<file path="config.mk">
export PLATFORM = sky130hd
export DESIGN_NAME = imem_arbiter
export DESIGN_NICKNAME = d
export VERILOG_FILES = /design/src/rtl/imem_arbiter.sv
export SDC_FILE = /design/constraint.sdc
export NUM_CORES = 1
export LEC_CHECK = 0
export BUFFER_PORTS_ARGS = -buffer_cell sky130_fd_sc_hd__buf_2
export CAP_MARGIN = 20
export CORE_AREA = 2 2 86 88
export CTS_BUF_LIST = sky130_fd_sc_hd__clkbuf_4
export DETAILED_ROUTE_END_ITERATION = 7
export DIE_AREA = 0 0 88 90
export PLACE_DENSITY = 0.72
export SYNTH_ARGS = -nofsm -noshare
export SYNTH_HDL_FRONTEND = slang
export SYNTH_SLANG_ARGS = --single-unit
</file>
<file path="constraint.sdc">
create_clock -name Clk -period 2.05 [get_ports Clk]
set_input_delay 0 -clock Clk [delete_from_list [all_inputs] [get_ports Clk]]
set_output_delay 0 -clock Clk [all_outputs]
set_load 0.02 [all_outputs]
</file>
<file path="src/rtl/imem_arbiter.sv">
// ---------------------------------------------------------------------------
// ImemArbiter: shares a single-port, synchronous-read instruction memory
// between the IF fetch path and a program loader / debug port.
//
// One requester owns the memory each cycle. The fetch path normally has
// priority. The loader wins when fetch is not requesting, or once it has
// been denied STARVE_LIMIT cycles in a row. A loader grant while Load_Lock
// is set moves the arbiter into a locked burst. In that burst only the
// loader is served, until Load_Lock drops.
//
// Ports
//   Clk, Reset        rising-edge clock, asynchronous active-high reset
//   IF_Req/Addr/Kill  fetch request, byte address, flush of last fetch
//   IF_Stall          fetch denied this cycle (combinational)
//   IF_Valid          IF_Instruction carries last cycle's fetch data
//   IF_Instruction    fetched word, or BUBBLE when not valid
//   Load_Req/We/Lock  loader request, write enable, burst lock request
//   Load_Addr/Wdata   loader word address and write data
//   Load_Gnt          loader owns the memory this cycle (combinational)
//   Load_Rvalid/Rdata loader read data, one cycle after a granted read
//   IMEM_addr/we/wdata memory-side address, write enable, write data
//   IMEM_data         memory read data, one cycle after the address
// ---------------------------------------------------------------------------
module imem_arbiter #(
  parameter int          ADDR_WIDTH   = 10,
  parameter int          STARVE_LIMIT = 8,
  parameter logic [31:0] BUBBLE       = 32'h0000_0013
) (
  input  logic                  Clk,
  input  logic                  Reset,
  input  logic                  IF_Req,
  input  logic [31:0]           IF_Addr,
  input  logic                  IF_Kill,
  output logic                  IF_Stall,
  output logic                  IF_Valid,
  output logic [31:0]           IF_Instruction,
  input  logic                  Load_Req,
  input  logic                  Load_We,
  input  logic                  Load_Lock,
  input  logic [ADDR_WIDTH-1:0] Load_Addr,
  input  logic [31:0]           Load_Wdata,
  output logic                  Load_Gnt,
  output logic                  Load_Rvalid,
  output logic [31:0]           Load_Rdata,
  output logic [ADDR_WIDTH-1:0] IMEM_addr,
  output logic                  IMEM_we,
  output logic [31:0]           IMEM_wdata,
  input  logic [31:0]           IMEM_data
);

  typedef enum logic {ARB, LOCKED} state_t;

  localparam logic [7:0] LIMIT = 8'(STARVE_LIMIT);

  state_t                state;
  logic [7:0]            starve_cnt;
  logic                  fetch_grant;
  logic                  loader_grant;
  logic                  fetch_valid_q;
  logic                  load_rvalid_q;
  logic [ADDR_WIDTH-1:0] last_addr;
  logic [ADDR_WIDTH-1:0] fetch_addr;
  logic                  unused_addr_bits;

  // Byte offset bits and bits above the memory depth are dropped, so
  // fetch addresses wrap modulo the memory depth.
  assign fetch_addr       = IF_Addr[ADDR_WIDTH+1:2];
  assign unused_addr_bits = ^{IF_Addr[31:ADDR_WIDTH+2], IF_Addr[1:0]};

  // Grant decision. In ARB, fetch has priority unless the loader has
  // starved for STARVE_LIMIT cycles. In LOCKED, the fetch path is shut
  // out completely, including the cycle in which Load_Lock drops.
  always_comb begin
    loader_grant = 1'b0;
    fetch_grant  = 1'b0;
    if (state == LOCKED) begin
      loader_grant = Load_Req;
    end else begin
      loader_grant = Load_Req & (!IF_Req | (starve_cnt == LIMIT));
      fetch_grant  = IF_Req & !loader_grant;
    end
  end

  // Memory-side mux. When nobody owns the memory, the address stays on
  // the last owner's value so the macro's address pins do not toggle.
  always_comb begin
    IMEM_addr = last_addr;
    IMEM_we   = 1'b0;
    if (loader_grant) begin
      IMEM_addr = Load_Addr;
      IMEM_we   = Load_We;
    end else if (fetch_grant) begin
      IMEM_addr = fetch_addr;
    end
  end

  assign IMEM_wdata = Load_Wdata;
  assign Load_Gnt   = loader_grant;
  assign IF_Stall   = IF_Req & !fetch_grant;

  // A kill in the response cycle squashes the fetched word at once,
  // without waiting for another edge.
  assign IF_Valid       = fetch_valid_q & !IF_Kill;
  assign IF_Instruction = IF_Valid ? IMEM_data : BUBBLE;
  assign Load_Rvalid    = load_rvalid_q;
  assign Load_Rdata     = IMEM_data;

  // Arbiter state, starvation counter, held address and response valids.
  // Reset drops all in-flight responses immediately. Any burst in progress
  // is abandoned. The starvation counter only runs in ARB. A loader that
  // is granted, or that stops asking, clears the counter.
  always_ff @(posedge Clk or posedge Reset) begin
    if (Reset) begin
      state         <= ARB;
      starve_cnt    <= '0;
      fetch_valid_q <= 1'b0;
      load_rvalid_q <= 1'b0;
      last_addr     <= '0;
    end else begin
      fetch_valid_q <= fetch_grant;
      load_rvalid_q <= loader_grant & !Load_We;
      if (loader_grant | fetch_grant) begin
        last_addr <= IMEM_addr;
      end
      case (state)
        ARB: begin
          if (Load_Req & !loader_grant) begin
            if (starve_cnt != LIMIT) begin
              starve_cnt <= starve_cnt + 8'd1;
            end
          end else begin
            starve_cnt <= '0;
          end
          if (loader_grant & Load_Lock) begin
            state <= LOCKED;
          end
        end
        LOCKED: begin
          starve_cnt <= '0;
          if (!Load_Lock) begin
            state <= ARB;
          end
        end
        default: begin
          state      <= ARB;
          starve_cnt <= '0;
        end
      endcase
    end
  end

endmodule

</file>
==> impl_metrics.env <==
export IMPL_status="finished, violations left"
export IMPL_violations="setup timing"
export IMPL_gp_congestion=0.770
export IMPL_wl_met3_um=677
export IMPL_chipHeight_um=90
export IMPL_tns_ns=-0.770
export IMPL_postLayoutCoreUtil_pct=39.2
export IMPL_crit_type="reg -> out"
export IMPL_grt_max_degree=29
export IMPL_crit_arrival_ns=2.16
export IMPL_synth_compound_area_share_pct=16.9
export IMPL_io_pins=224
export IMPL_die_x_um=88
export IMPL_worstPathMaxFanout=6
export IMPL_layout_cells_most_common="buf_2"
export IMPL_rows=31
export IMPL_multi_input_area_um2=946
export IMPL_drt_iter0_drc=63
export IMPL_detail_route_antenna_nets=0
export IMPL_synth_fa_ha_area_share_pct=1.27
export IMPL_met1_length_mm=2.63
export IMPL_via_per_inst=4.58
export IMPL_num_antenna_cells=0
export IMPL_synth_area_um2=1980
export IMPL_antenna_found_initial=0
export IMPL_wl_per_cell_um=16.2
export IMPL_synthXorXnorAreaFrac_pct=1.33
export IMPL_drc=0
export IMPL_synth_edf_count=0
export IMPL_hold_violations=0
export IMPL_finalWorstSetupSlack_ns=-0.108
export IMPL_crit_required_ns=2.05
export IMPL_p_leak_uw=0.00146
export IMPL_synth_top_family_by_area="buffers and inverters"
export IMPL_clk_pin_slew_ns=0.13
export IMPL_place_ws_ns=0.0422
export IMPL_finalInstanceArea_um2=2750
export IMPL_via_count=1983
export IMPL_yosysSeqAreaShare_pct=26.6
export IMPL_cts_made_buffers=3
export IMPL_cp_top_family="compound AO/OA/AOI/OAI gates"
export IMPL_whs_ns=0.0000318
export IMPL_firstDrtPassIters=4
export IMPL_slowest_stage="or4b_4"
export IMPL_wl_mm=7.00
export IMPL_fmax_mhz=463
export IMPL_clk_latency_ns=0.30
export IMPL_synth_simple_area_share_pct=21.9
export IMPL_cts_tree="built"
export IMPL_drv_cap=0
export IMPL_dpl_hpwl_mm=5.08
export IMPL_ys_types=32
export IMPL_grt_first_pass_wirelength_mm=10.1
export IMPL_cts_sinks=21
export IMPL_period_minus_slack_ns=2.16
export IMPL_slowest_delay_ns=0.51
export IMPL_maxSlewViolCount=0
export IMPL_rsz0062_at_grt="yes"
export IMPL_cts_htree_levels=1
export IMPL_core_um2=7020
export IMPL_crit_chain="inv_1, ha_1, or4b_4, o21a_4, a221oi_2, buf_4"
export IMPL_yosys_area_top_type="dfrtp_1"
export IMPL_port_buffer_count=137
export IMPL_finalCritPeriodShare_pct=105
export IMPL_grt_pass1_vias=1970
export IMPL_async_flop_share_pct=100
export IMPL_synth_top_cell_area_share_pct=26.6
export IMPL_dr_wl_met2_mm=3.62
export IMPL_path_buf_inv=2
export IMPL_synth_ff_type="dfrtp_1"
export IMPL_fillers=696
export IMPL_syn_avg_cell_area_um2=8.45
export IMPL_skew_ns=0.00290
export IMPL_slew_headroom_pct=45.0
export IMPL_ys_warn_count=0
export IMPL_power_density_nw_per_um2=453
export IMPL_crit_path_end_kind="primary output"
export IMPL_layout_nets=450
export IMPL_root_buffer="clkbuf_4"
export IMPL_start_util_pct=28.2
export IMPL_muxShareOfSynthArea_pct=0
export IMPL_grt_usage_pct=16.3
export IMPL_synth_cells=234
export IMPL_place_area_um2=2330
export IMPL_ys_seq_elements=21
export IMPL_clockBufferDepth=2
export IMPL_worst_pin_slew_ns=0.824
export IMPL_synth_net_count=349
export IMPL_setup_viol=10
export IMPL_regArea_um2=526
export IMPL_mostFrequentLayoutCells="125 x buf_2, 29 x and2_1, 25 x inv_1"
export IMPL_critPathLaunchType="register"
export IMPL_area_growth_syn_to_layout_pct=39.2
export IMPL_ir_drop_mv=0.339
export IMPL_synth_area_leaders="dfrtp_1 27%, buf_4 24%, and2_1 9.5%"
export IMPL_top_layer_used="met4"
export IMPL_drive_gt1_share_pct=51.5
export IMPL_hold_class="in -> out"
export IMPL_grt_overflow=0
export IMPL_dieArea_um2=7920
cell usage after synthesis, types with 2 or more instances:
cell and count:
a211oi_1 10, a21oi_1 3, a221oi_1 17, a221oi_2 3, and2_1 30, and3b_1 10
buf_2 2, buf_4 64, buf_6 2, clkbuf_1 7, dfrtp_1 21, ha_1 2
inv_1 25, nand2b_1 4, nand3_1 4, nor2_1 6, nor2b_1 2, nor3_1 2
o21ai_0 4, or3_1 3, xor2_1 2
final timing paths:
check,end,slack (ns),depth (start not counted),start
setup / recovery,IMEM_addr[9],-0.11,6,starve_cnt[0]
hold / removal,IMEM_wdata[22],0.00003,0,Load_Wdata[22]
setup reg to reg,last_addr[3],0.04,6,starve_cnt[0]
hold reg to reg,starve_cnt[0],0.57,2,starve_cnt[0]
max in group asynchronous,last_addr[0],1.15,3,Reset
min in group asynchronous,Load_Rvalid,0.39,3,Reset
kinds of logic after synthesis:
family / after synthesis
simple gates: 67
flops: 21
compound gates: 41
fa+ha+maj: 2
xor+xnor: 3
buf+inv: 100
cell type report:
type,count,share of cell area (%)
clock buffers,4,1.09
inverters,25,3.41
multi-input cells,115,34.4
well taps,99,4.50
repair buffers,169,37.5
flip-flops and latches,21,19.1
state kept, by name, summed over array words and instances, names as in the netlist:
| signal | flops |
|---|---|
| starve_cnt | 8 |
| Load_Rvalid | 1 |
| state | 1 |
| last_addr | 10 |
| fetch_valid_q | 1 |
routing by layer:
metal	vias to the layer above	GRT usage [%]
li1	936	-
met5	-	0
met2	115	30.2
met1	926	18.2
met3	6	3.95
met4	0	4.36
stage by stage:
step | power (uW) | instances
finish | 1250 | 433
global route | 1310 | 433
CTS | 1220 | 432
detailed placement | 932 | 403
global placement | 925 | 403
floorplan | 877 | 234
what timing repair did:
action	CTS	global route
setup buffers	1	1
hold buffers	22	0
endpoints found under the setup margin	10	17
resized for setup	12	19
pin swaps	3	6
cloned	2	0
endpoints found under the hold margin	33	0
report_power, final:
| part | internal, uW | leakage [uW] | total, uW | switching (uW) |
|---|---|---|---|---|
| combinational | 247 | 0.00117 | 568 | 321 |
| clock | 89.0 | 0.0000184 | 224 | 134 |
| sequential | 443 | 0.000267 | 454 | 10.7 |
| total | 779 | 0.00146 | 1250 | 466 |
Note: power is estimated with default switching activity, not from simulation.
